[config.mk]
export PLATFORM = sky130hd
export DESIGN_NAME = cam_sccb_config
export DESIGN_NICKNAME = d
export VERILOG_FILES = /design/src/rtl/cam_cfg_pkg.sv /design/src/rtl/cam_sccb_config_sccb_write.sv /design/src/rtl/cam_sccb_config.sv
export SDC_FILE = /design/constraint.sdc
export NUM_CORES = 1
export LEC_CHECK = 0
export ABC_AREA = 1
export CORE_UTILIZATION = 36
export DETAILED_ROUTE_END_ITERATION = 8
export MAX_ROUTING_LAYER = met4
export SETUP_SLACK_MARGIN = 0.4
export SYNTH_ARGS = -nofsm -noshare
export SYNTH_HDL_FRONTEND = slang
export SYNTH_SLANG_ARGS = --single-unit
[constraint.sdc]
create_clock -name clk -period 10.9 [get_ports clk]
set_input_delay 2.18 -clock clk [delete_from_list [all_inputs] [get_ports clk]]
set_output_delay 2.18 -clock clk [all_outputs]
set_load 0.01 [all_outputs]
[src/rtl/cam_cfg_pkg.sv]
// Shared types and constants for the camera SCCB configuration sequencer.
package cam_cfg_pkg;

  typedef enum logic [3:0] {
    ST_IDLE,
    ST_HW_RST,
    ST_HW_WAIT,
    ST_FETCH,
    ST_DECODE,
    ST_WRITE,
    ST_DELAY,
    ST_NEXT,
    ST_DONE
  } cfg_state_t;

  localparam int SLOT_START = 0;
  localparam int SLOT_STOP  = 28;
  localparam int SLOT_GAP   = 29;
  localparam int SLOTS      = 30;
  localparam int FRAME_BITS = 27;

  localparam logic [7:0] DELAY_MARK = 8'hFF;

endpackage

[src/rtl/cam_sccb_config_sccb_write.sv]
// One SCCB 3-phase write: START, dev/addr/data with don't-care bits, STOP, then an idle gap slot.
module sccb_write
  import cam_cfg_pkg::*;
#(
  parameter int QTR       = 125,
  parameter bit CHECK_ACK = 1'b1
) (
  input  logic       clk,
  input  logic       reset,
  input  logic       go,
  input  logic [7:0] dev,
  input  logic [7:0] addr,
  input  logic [7:0] data,
  input  logic       siod_in,
  output logic       ready,
  output logic       sioc,
  output logic       siod_oe,
  output logic       nack
);

  localparam int QW = (QTR > 1) ? $clog2(QTR) : 1;

  logic                  active;
  logic [QW-1:0]         qtr_cnt;
  logic [1:0]            quarter;
  logic [4:0]            slot;
  logic [FRAME_BITS-1:0] frame;
  logic                  qtr_end;
  logic                  ack_slot;
  logic                  bit_val;

  assign qtr_end  = (qtr_cnt == QW'(QTR - 1));
  assign ack_slot = (slot == 5'd9) || (slot == 5'd18) || (slot == 5'd27);
  // Slot 1 carries frame MSB; the trailing 1 of each byte releases SIOD for the ack.
  assign bit_val  = frame[5'(FRAME_BITS) - slot];

  always_ff @(posedge clk) begin
    if (reset) begin
      active  <= 1'b0;
      qtr_cnt <= '0;
      quarter <= '0;
      slot    <= '0;
      frame   <= '0;
      ready   <= 1'b0;
      nack    <= 1'b0;
    end else begin
      ready <= 1'b0;
      nack  <= 1'b0;
      if (!active) begin
        if (go) begin
          active  <= 1'b1;
          qtr_cnt <= '0;
          quarter <= '0;
          slot    <= '0;
          frame   <= {dev[7:1], 1'b0, 1'b1, addr, 1'b1, data, 1'b1};
        end
      end else begin
        if (CHECK_ACK && ack_slot && (quarter == 2'd2) && qtr_end && siod_in)
          nack <= 1'b1;
        if (qtr_end) begin
          qtr_cnt <= '0;
          quarter <= quarter + 2'd1;
          if (quarter == 2'd3) begin
            if (slot == 5'(SLOT_GAP)) begin
              active <= 1'b0;
              ready  <= 1'b1;
            end else begin
              slot <= slot + 5'd1;
            end
          end
        end else begin
          qtr_cnt <= qtr_cnt + QW'(1);
        end
      end
    end
  end

  always_comb begin
    sioc    = 1'b1;
    siod_oe = 1'b0;
    if (active) begin
      if (slot == 5'(SLOT_START)) begin
        siod_oe = quarter[1];
      end else if (slot == 5'(SLOT_STOP)) begin
        sioc    = quarter[1];
        siod_oe = (quarter != 2'd3);
      end else if (slot < 5'(SLOT_STOP)) begin
        sioc    = quarter[1];
        siod_oe = ~bit_val;
      end
    end
  end

endmodule

[src/rtl/cam_sccb_config.sv]
// Camera power-up sequencer: hardware reset pulse, then one SCCB write per ROM entry with delay entries.
module cam_sccb_config
  import cam_cfg_pkg::*;
#(
  parameter int         CLK_HZ     = 50_000_000,
  parameter int         SCCB_HZ    = 100_000,
  parameter logic [7:0] DEV_ADDR   = 8'h42,
  parameter int         ROM_LEN    = 64,
  parameter int         RST_CYCLES = 50_000,
  parameter int         DELAY_UNIT = 50_000,
  parameter bit         CHECK_ACK  = 1'b1,
  localparam int        IDX_W      = (ROM_LEN > 1) ? $clog2(ROM_LEN) : 1
) (
  input  logic             clk,
  input  logic             reset,
  input  logic             start,
  output logic             busy,
  output logic             done,
  output logic             error,
  output logic [IDX_W-1:0] rom_index,
  input  logic [15:0]      rom_data,
  output logic             sioc,
  output logic             siod_oe,
  input  logic             siod_in,
  output logic             cam_rst_n
);

  localparam int QTR     = CLK_HZ / (4 * SCCB_HZ);
  localparam int MAX_CNT = (RST_CYCLES > 255 * DELAY_UNIT) ? RST_CYCLES : 255 * DELAY_UNIT;
  localparam int CNT_W   = $clog2(MAX_CNT + 1);

  localparam logic [CNT_W-1:0] RST_LOAD = CNT_W'(RST_CYCLES - 1);
  localparam logic [CNT_W-1:0] DLY_U    = CNT_W'(DELAY_UNIT);
  localparam logic [IDX_W-1:0] LAST     = IDX_W'(ROM_LEN - 1);

  cfg_state_t       state, state_next;
  logic [CNT_W-1:0] cnt;
  logic             wr_go, wr_ready, wr_nack;

  sccb_write #(.QTR(QTR), .CHECK_ACK(CHECK_ACK)) u_write (
    .clk     (clk),
    .reset   (reset),
    .go      (wr_go),
    .dev     (DEV_ADDR & 8'hFE),
    .addr    (rom_data[15:8]),
    .data    (rom_data[7:0]),
    .siod_in (siod_in),
    .ready   (wr_ready),
    .sioc    (sioc),
    .siod_oe (siod_oe),
    .nack    (wr_nack)
  );

  assign cam_rst_n = (state != ST_HW_RST);

  always_ff @(posedge clk) begin
    if (reset) begin
      state     <= ST_IDLE;
      cnt       <= '0;
      rom_index <= '0;
      busy      <= 1'b0;
      done      <= 1'b0;
      error     <= 1'b0;
    end else begin
      state <= state_next;
      if (wr_nack) error <= 1'b1;
      case (state)
        ST_IDLE, ST_DONE: begin
          if (start) begin
            busy      <= 1'b1;
            done      <= 1'b0;
            error     <= 1'b0;
            rom_index <= '0;
            cnt       <= RST_LOAD;
          end
        end
        // The same count reloads so the post-reset wait matches the low time.
        ST_HW_RST: cnt <= (cnt == '0) ? RST_LOAD : cnt - CNT_W'(1);
        ST_HW_WAIT, ST_DELAY: if (cnt != '0) cnt <= cnt - CNT_W'(1);
        ST_DECODE: cnt <= CNT_W'(rom_data[7:0]) * DLY_U - CNT_W'(1);
        ST_NEXT: begin
          if (rom_index == LAST) begin
            busy <= 1'b0;
            done <= 1'b1;
          end else begin
            rom_index <= rom_index + IDX_W'(1);
          end
        end
        default: ;
      endcase
    end
  end

  always_comb begin
    state_next = state;
    wr_go      = 1'b0;
    case (state)
      ST_IDLE, ST_DONE: if (start) state_next = ST_HW_RST;
      ST_HW_RST:  if (cnt == '0) state_next = ST_HW_WAIT;
      ST_HW_WAIT: if (cnt == '0) state_next = ST_FETCH;
      ST_FETCH:   state_next = ST_DECODE;
      ST_DECODE: begin
        if (rom_data[15:8] == DELAY_MARK) begin
          state_next = (rom_data[7:0] == 8'd0) ? ST_NEXT : ST_DELAY;
        end else begin
          state_next = ST_WRITE;
          wr_go      = 1'b1;
        end
      end
      ST_WRITE: if (wr_ready) state_next = ST_NEXT;
      ST_DELAY: if (cnt == '0) state_next = ST_NEXT;
      ST_NEXT:  state_next = (rom_index == LAST) ? ST_DONE : ST_FETCH;
      default:  state_next = ST_IDLE;
    endcase
  end

endmodule
==> run metrics, run 1 <==
post-synthesis simple-gate area fraction=0.3004; initial antenna violation count=0; Worst EP arrival=6.45 ns; Core Area=17240 um2; worst clock skew=0.006604 ns; fin. max-slew vios=0; post-synth cell types=53; RSZ-0062 raised after global routing=false; worst reg-to-reg path cell count=9; worst setup margin=4.733 ns; sequential cell area fraction in the yosys report=0.2241; setup_tns=0 ns; hold path cells=2; PD cells=196.1 nW/um2; Synth Area in XOR/XNOR=0.04004; Yosys reg bits=71; # IOs=32; Ant. Diodes=0; # port buffers=31; Min-Delay Endpoint=u_write.frame[7]$_SDFFE_PP0P_; Vias/cell=4.992; CTS clk-pin slew, worst paths=0.06 ns; Worst Path Buf+Inv=3; Vias=5880; most frequent cells in the layout=nand2_1 (194), inv_1 (127), nor2_1 (78); Area Growth Syn to Fin=12.70%; post-route minimum period=6.167 ns; CP required=11.18 ns; EDFF count, synth=0; Die ar.=18160 um2; Skew-Pair Late Insertion Delay=0.34 ns; worst hold path type=register to register; asr flop ratio synth=0; element type at the critical path end=register; vias in the first global route=5405; CTS Buf Count=9; global-route wire length before repair=25800 um; Horiz. Die Dim=134.7 um; hold bufs inserted after CTS=0; CTS tree=built; largest family of logic cells by synthesized area=simple AND/OR/NAND/NOR gates; drt pass-1 iters=7; post-synthesis adder-cell area fraction=0.1799; setup bufs post-CTS=0; max cap viols=0; clk root buf=clkbuf_16; Mean Syn Cell Area=6.865 um2; crit-path max FO=6; largest net degree at the start of global routing=37; DR DRC count=0; syn_nets=1028; Worst VDD drop=0.09515 mV; most common cell after layout, fill and taps aside=nand2_1; flop-to-flop setup slack=8.25 ns; routed wire length=15230 um; CTS max path bufs=2; slew of the pin with the lowest slew margin=0.9888 ns; antenna-violating nets left=0; critical-path cell list=clkdlybuf4s50_1, ha_1, ha_1, inv_1, fa_1, inv_1, fa_1, ha_1, a21oi_1, nand2_1, nand2_1, nand2_2, xnor2_1, nand2_1, nor3_4, nand2_1, nand2_1, nand3_1, nand2_1, nand2_1, a21oi_2; H-tree depth=3; Crit path max-delay family=adder cells; Tcrit/Tclk final=0.5658; GPL Wtd Cong=0.8926; CP peak stage delay=0.55 ns; DR iter-0 viols=276; post-synthesis instance area=6344 um2; Tot GR Track Use=0.1837; Synth Area in Compound Gates=0.1590; max frequency=0.1622 GHz; Synth Warn #=0; worst reg2reg startpoint=state[2]$_SDFFE_PP0P_; CP startpoint kind=primary input; Starting Density=0.3680; hold wc startpoint=u_write.frame[7]$_SDFFE_PP0P_; CTS Sinks=71; slowest CP cell=clkdlybuf4s50_1; status=completed; leak pwr=3.169 nW; Most common cell on crit path=nand2_1; pre-CTS setup slack=4.389 ns; Net count, final=1052; Post-synth top flop=dfxtp_1; final hold vios=0; routed len/inst=12.93 um; GRT Residual Overflow=0; layout cells sized above 1=0.08395; Gate Count Post-Synth=924; Slew Limit Headroom=0.3401; Die Ht=134.7 um; # rows=48; DP HPWL=11820 um; Resized Gates After CTS=0; FF-to-FF End=u_write.slot[3]$_SDFFE_PP0P_; Setup Viol. Count Final=0; Setup CP Type=primary input to register; mux contribution to synthesized area=0
-- Yosys cell counts, types with 5 or more instances --
cell type,instances,area [um2]
o211ai_1,5,37.54
a211oi_1,7,52.55
dfxtp_1,71,1421
nor2_1,78,292.8
xor2_1,21,183.9
inv_1,127,476.7
nand3_1,53,265.3
inv_2,8,30.03
nor3_1,13,65.06
nand2_2,13,81.33
nor2_2,10,62.56
ha_1,72,900.9
nand4_1,10,62.56
nand3b_1,6,45.04
xnor2_1,8,70.07
o21ai_1,9,45.04
nand2_1,194,728.2
fa_1,12,240.2
a21oi_2,6,52.55
nor3_2,7,70.07
a21oi_1,68,340.3
o21ai_0,52,260.3
clkbuf_1,14,52.55
-- per-stage QoR --
step	power (W)	cells	utilization	hold WS [ns]	area, um2
after global routing	0.001533	1178	0.4148	0.4644	7149
after detailed placement	0.001108	1162	0.3974	0.4390	6850
after global placement	0.001107	1162	0.3974	0.4294	6850
after floorplan	0.0009541	924	-	0.4202	6344
after CTS	0.001413	1178	0.4148	0.4473	7149
final	0.001402	1178	0.4148	0.4459	7149
-- logic make-up after synthesis --
logic type | Yosys count
XOR/XNOR | 29
adder cells (fa/ha/maj) | 84
buffers and inverters | 157
AND/OR/NAND/NOR | 409
AO/OA/AOI/OAI | 174
flip-flops | 71
-- final cells by class --
class / instances / area, um2
sequential: 71 / 1421
timing repair buffer: 32 / 317.8
fill: 1797 / 10090
clock inverter: 7 / 73.82
multi-input combinational: 696 / 4309
clock buffer: 9 / 225.2
tap: 225 / 281.5
inverter: 138 / 520.5
-- tightest hold or removal path, cell delays in order, from the launching register on --
cell	delay, ns
dfxtp_1	0.31
inv_1	0.05
a21oi_1	0.05
-- state kept, by name, summed over array words and instances, names as in the netlist --
| register | count |
|---|---|
| u_write.quarter | 2 |
| busy | 1 |
| u_write.nack | 1 |
| u_write.ready | 1 |
| rom_index | 6 |
| error | 1 |
| u_write.frame | 17 |
| u_write.slot | 5 |
| u_write.qtr_cnt | 7 |
| cnt | 24 |
| done | 1 |
| state | 4 |
| u_write.active | 1 |
-- per-layer routing --
layer / GRT usage / vias up / share of wire
met3: 0.02740 / 28 / 0.032
met5: - / - / 0
met2: 0.2935 / 96 / 0.45
met4: 0.06929 / 0 / 0.025
li1: - / 3095 / -
met1: 0.2337 / 2661 / 0.49
-- power by group --
group	total, W	internal [W]	switching [W]
Clock	0.000299	0.000177	0.000121
Combinational	0.000763	0.000263	0.000500
Sequential	0.000340	0.000298	0.0000427
-- worst max-delay path by stage --
| stage | start | endpoint | slack, ns | depth (start not counted) |
|---|---|---|---|---|
| 3_5_place_dp | rom_data[2] | cnt[19]$_SDFFE_PP0P_ | 4.39 | 21 |
| 6_report | rom_data[2] | cnt[19]$_SDFFE_PP0P_ | 4.73 | 21 |
| 5_1_grt | rom_data[2] | cnt[17]$_SDFFE_PP0P_ | 4.39 | 20 |
| 2_1_floorplan | rom_data[2] | cnt[19]$_SDFFE_PP0P_ | 5.42 | 19 |
| 4_1_cts | rom_data[2] | cnt[19]$_SDFFE_PP0P_ | 4.74 | 21 |
| 3_3_place_gp | rom_data[2] | cnt[18]$_SDFFE_PP0P_ | 4.42 | 20 |
Power figures use the tool's default switching activity.
==> run 2: changes to the inputs <==
Clock period 10.9 ns to 6.1 ns, I/O delays scaled along.
==> run 2 against run 1 <==
- via count fell by 0.83%
- cell area barely moved
- wire length is 0.74% higher
- worst setup slack worse by 3.8 ns
- critical path depth unchanged
- register-to-register slack worse by 4.8 ns
- largest cell class unchanged
- combinational power increased by 78%
- total power up 77%
==> run metrics, run 2 (synthesis gave the netlist of run 1 again) <==
status=completed; Horiz. Die Dim=134.7 um; Ant. Diodes=0; crit-path max FO=6; Setup CP Type=primary input to register; max frequency=0.1928 GHz; Die ar.=18160 um2; initial antenna violation count=0; global-route wire length before repair=25990 um; Largest register FFs=24; element type at the critical path end=register; Die Ht=134.7 um; Resized Gates After CTS=0; Area Growth Syn to Fin=12.68%; hold wc startpoint=u_write.frame[1]$_SDFFE_PP0P_; largest reg by FF count=cnt; hold bufs inserted after CTS=0; final hold vios=0; fin. max-slew vios=0; largest net degree at the start of global routing=37; most common cell after layout, fill and taps aside=nand2_1; Skew-Pair Late Insertion Delay=0.34 ns; clk root buf=clkbuf_16; CTS tree=built; Net count, final=1054; Core Area=17240 um2; routed wire length=15340 um; Worst EP arrival=5.47 ns; Crit path max-delay family=adder cells; max cap viols=0; CP startpoint kind=primary input; routed len/inst=13.00 um; DR iter-0 viols=357; post-route minimum period=5.186 ns; most frequent cells in the layout=nand2_1 (194), inv_1 (127), nor2_1 (78); worst reg2reg startpoint=state[2]$_SDFFE_PP0P_; worst hold path type=register to register; CP peak stage delay=0.54 ns; # IOs=32; flop-to-flop setup slack=3.48 ns; vias in the first global route=5581; RSZ-0062 raised after global routing=false; Most common cell on crit path=nand2_1; Slew Limit Headroom=0.3745; CTS Buf Count=9; Vias/cell=4.942; Min-Delay Endpoint=u_write.frame[1]$_SDFFE_PP0P_; H-tree depth=3; hold path cells=2; FF-to-FF End=u_write.slot[4]$_SDFFE_PP0P_; drt pass-1 iters=4; # rows=48; Tcrit/Tclk final=0.8501; slew of the pin with the lowest slew margin=0.9373 ns; Vias=5831; layout cells sized above 1=0.08586; Worst Path Buf+Inv=3; DR DRC count=0; Setup Viol. Count Final=0; CTS max path bufs=2; final hold slack=0.4439 ns; GRT Residual Overflow=0; CTS Sinks=71; Tot GR Track Use=0.1842; CTS clk-pin slew, worst paths=0.06 ns; slowest CP cell=clkdlybuf4s50_1; GPL Wtd Cong=0.8839; Worst VDD drop=0.1678 mV; worst clock skew=0.006382 ns; Starting Density=0.3680; setup bufs post-CTS=0; PD cells=346.7 nW/um2; critical-path cell list=clkdlybuf4s50_1, ha_1, ha_1, inv_1, fa_1, inv_1, fa_1, ha_1, a21oi_1, nand2_1, nand2_1, nand2_2, xnor2_1, nand2_1, nor3_4, nand2_1, nand2_1, nand3_1, nand2_1, nand2_1, a21oi_2; # port buffers=31; leak pwr=3.167 nW; antenna-violating nets left=0; setup_tns=0 ns; worst reg-to-reg path cell count=9; DP HPWL=12030 um; CP required=6.38 ns; Top Registers=cnt: 24 flops, u_write.frame: 17 flops, u_write.qtr_cnt: 7 flops
## run 2: changes by cell type in the layout (fill, tap and decap cells not counted)
cell,previous run,this run
buf_4,1,3
bufinv_16,1,0
clkinv_2,2,1
clkinv_4,3,2
clkinvlp_4,1,2
inv_6,0,1
inv_8,0,1
## run 2: per-stage QoR
stage	util	cells	total power (W)	setup slack, ns	cell area (um2)
2_1_floorplan	-	924	0.001705	1.581	6344
3_3_place_gp	0.3983	1164	0.001979	0.5786	6865
3_5_place_dp	0.3983	1164	0.001981	0.5596	6865
4_1_cts	0.4147	1180	0.002495	0.9202	7148
5_1_grt	0.4147	1180	0.002712	0.6064	7148
6_report	0.4147	1180	0.002478	0.9143	7148
## run 2: power breakdown
group | switching (W) | internal [W]
logic | 0.000892 | 0.000471
clock network | 0.000227 | 0.000280
registers | 0.0000764 | 0.000532
total | 0.00120 | 0.00128
## run 2: worst max path at each step
| stage | from | slack [ns] | endpoint | cells after the start |
|---|---|---|---|---|
| finish | rom_data[2] | 0.91 | cnt[19]$_SDFFE_PP0P_ | 21 |
| global route | rom_data[4] | 0.61 | cnt[19]$_SDFFE_PP0P_ | 21 |
| CTS | rom_data[2] | 0.92 | cnt[19]$_SDFFE_PP0P_ | 21 |
| detailed placement | rom_data[2] | 0.56 | cnt[19]$_SDFFE_PP0P_ | 21 |
| global placement | rom_data[2] | 0.58 | cnt[18]$_SDFFE_PP0P_ | 20 |
| floorplan | rom_data[2] | 1.58 | cnt[19]$_SDFFE_PP0P_ | 19 |
## run 2: cell type report
cell class	count	area, um2
Clock buffer	9	225.2
Clock inverter	7	57.56
Fill cell	1795	10090
Sequential cell	71	1421
Tap cell	225	281.5
Multi-Input combinational cell	696	4309
Timing Repair Buffer	34	332.8
Inverter	138	520.5
## run 2: tightest hold or removal path: stages, from the launching register on
cell     delay [ns]
dfxtp_1        0.31
inv_1          0.05
a21oi_1        0.05
## run 2: per-layer routing
metal,wire (um),track usage,part of all wire
met1,7475,0.2287,0.49
met2,7144,0.3119,0.47
met3,530,0.02890,0.035
met4,193,0.04432,0.013
met5,0,-,0
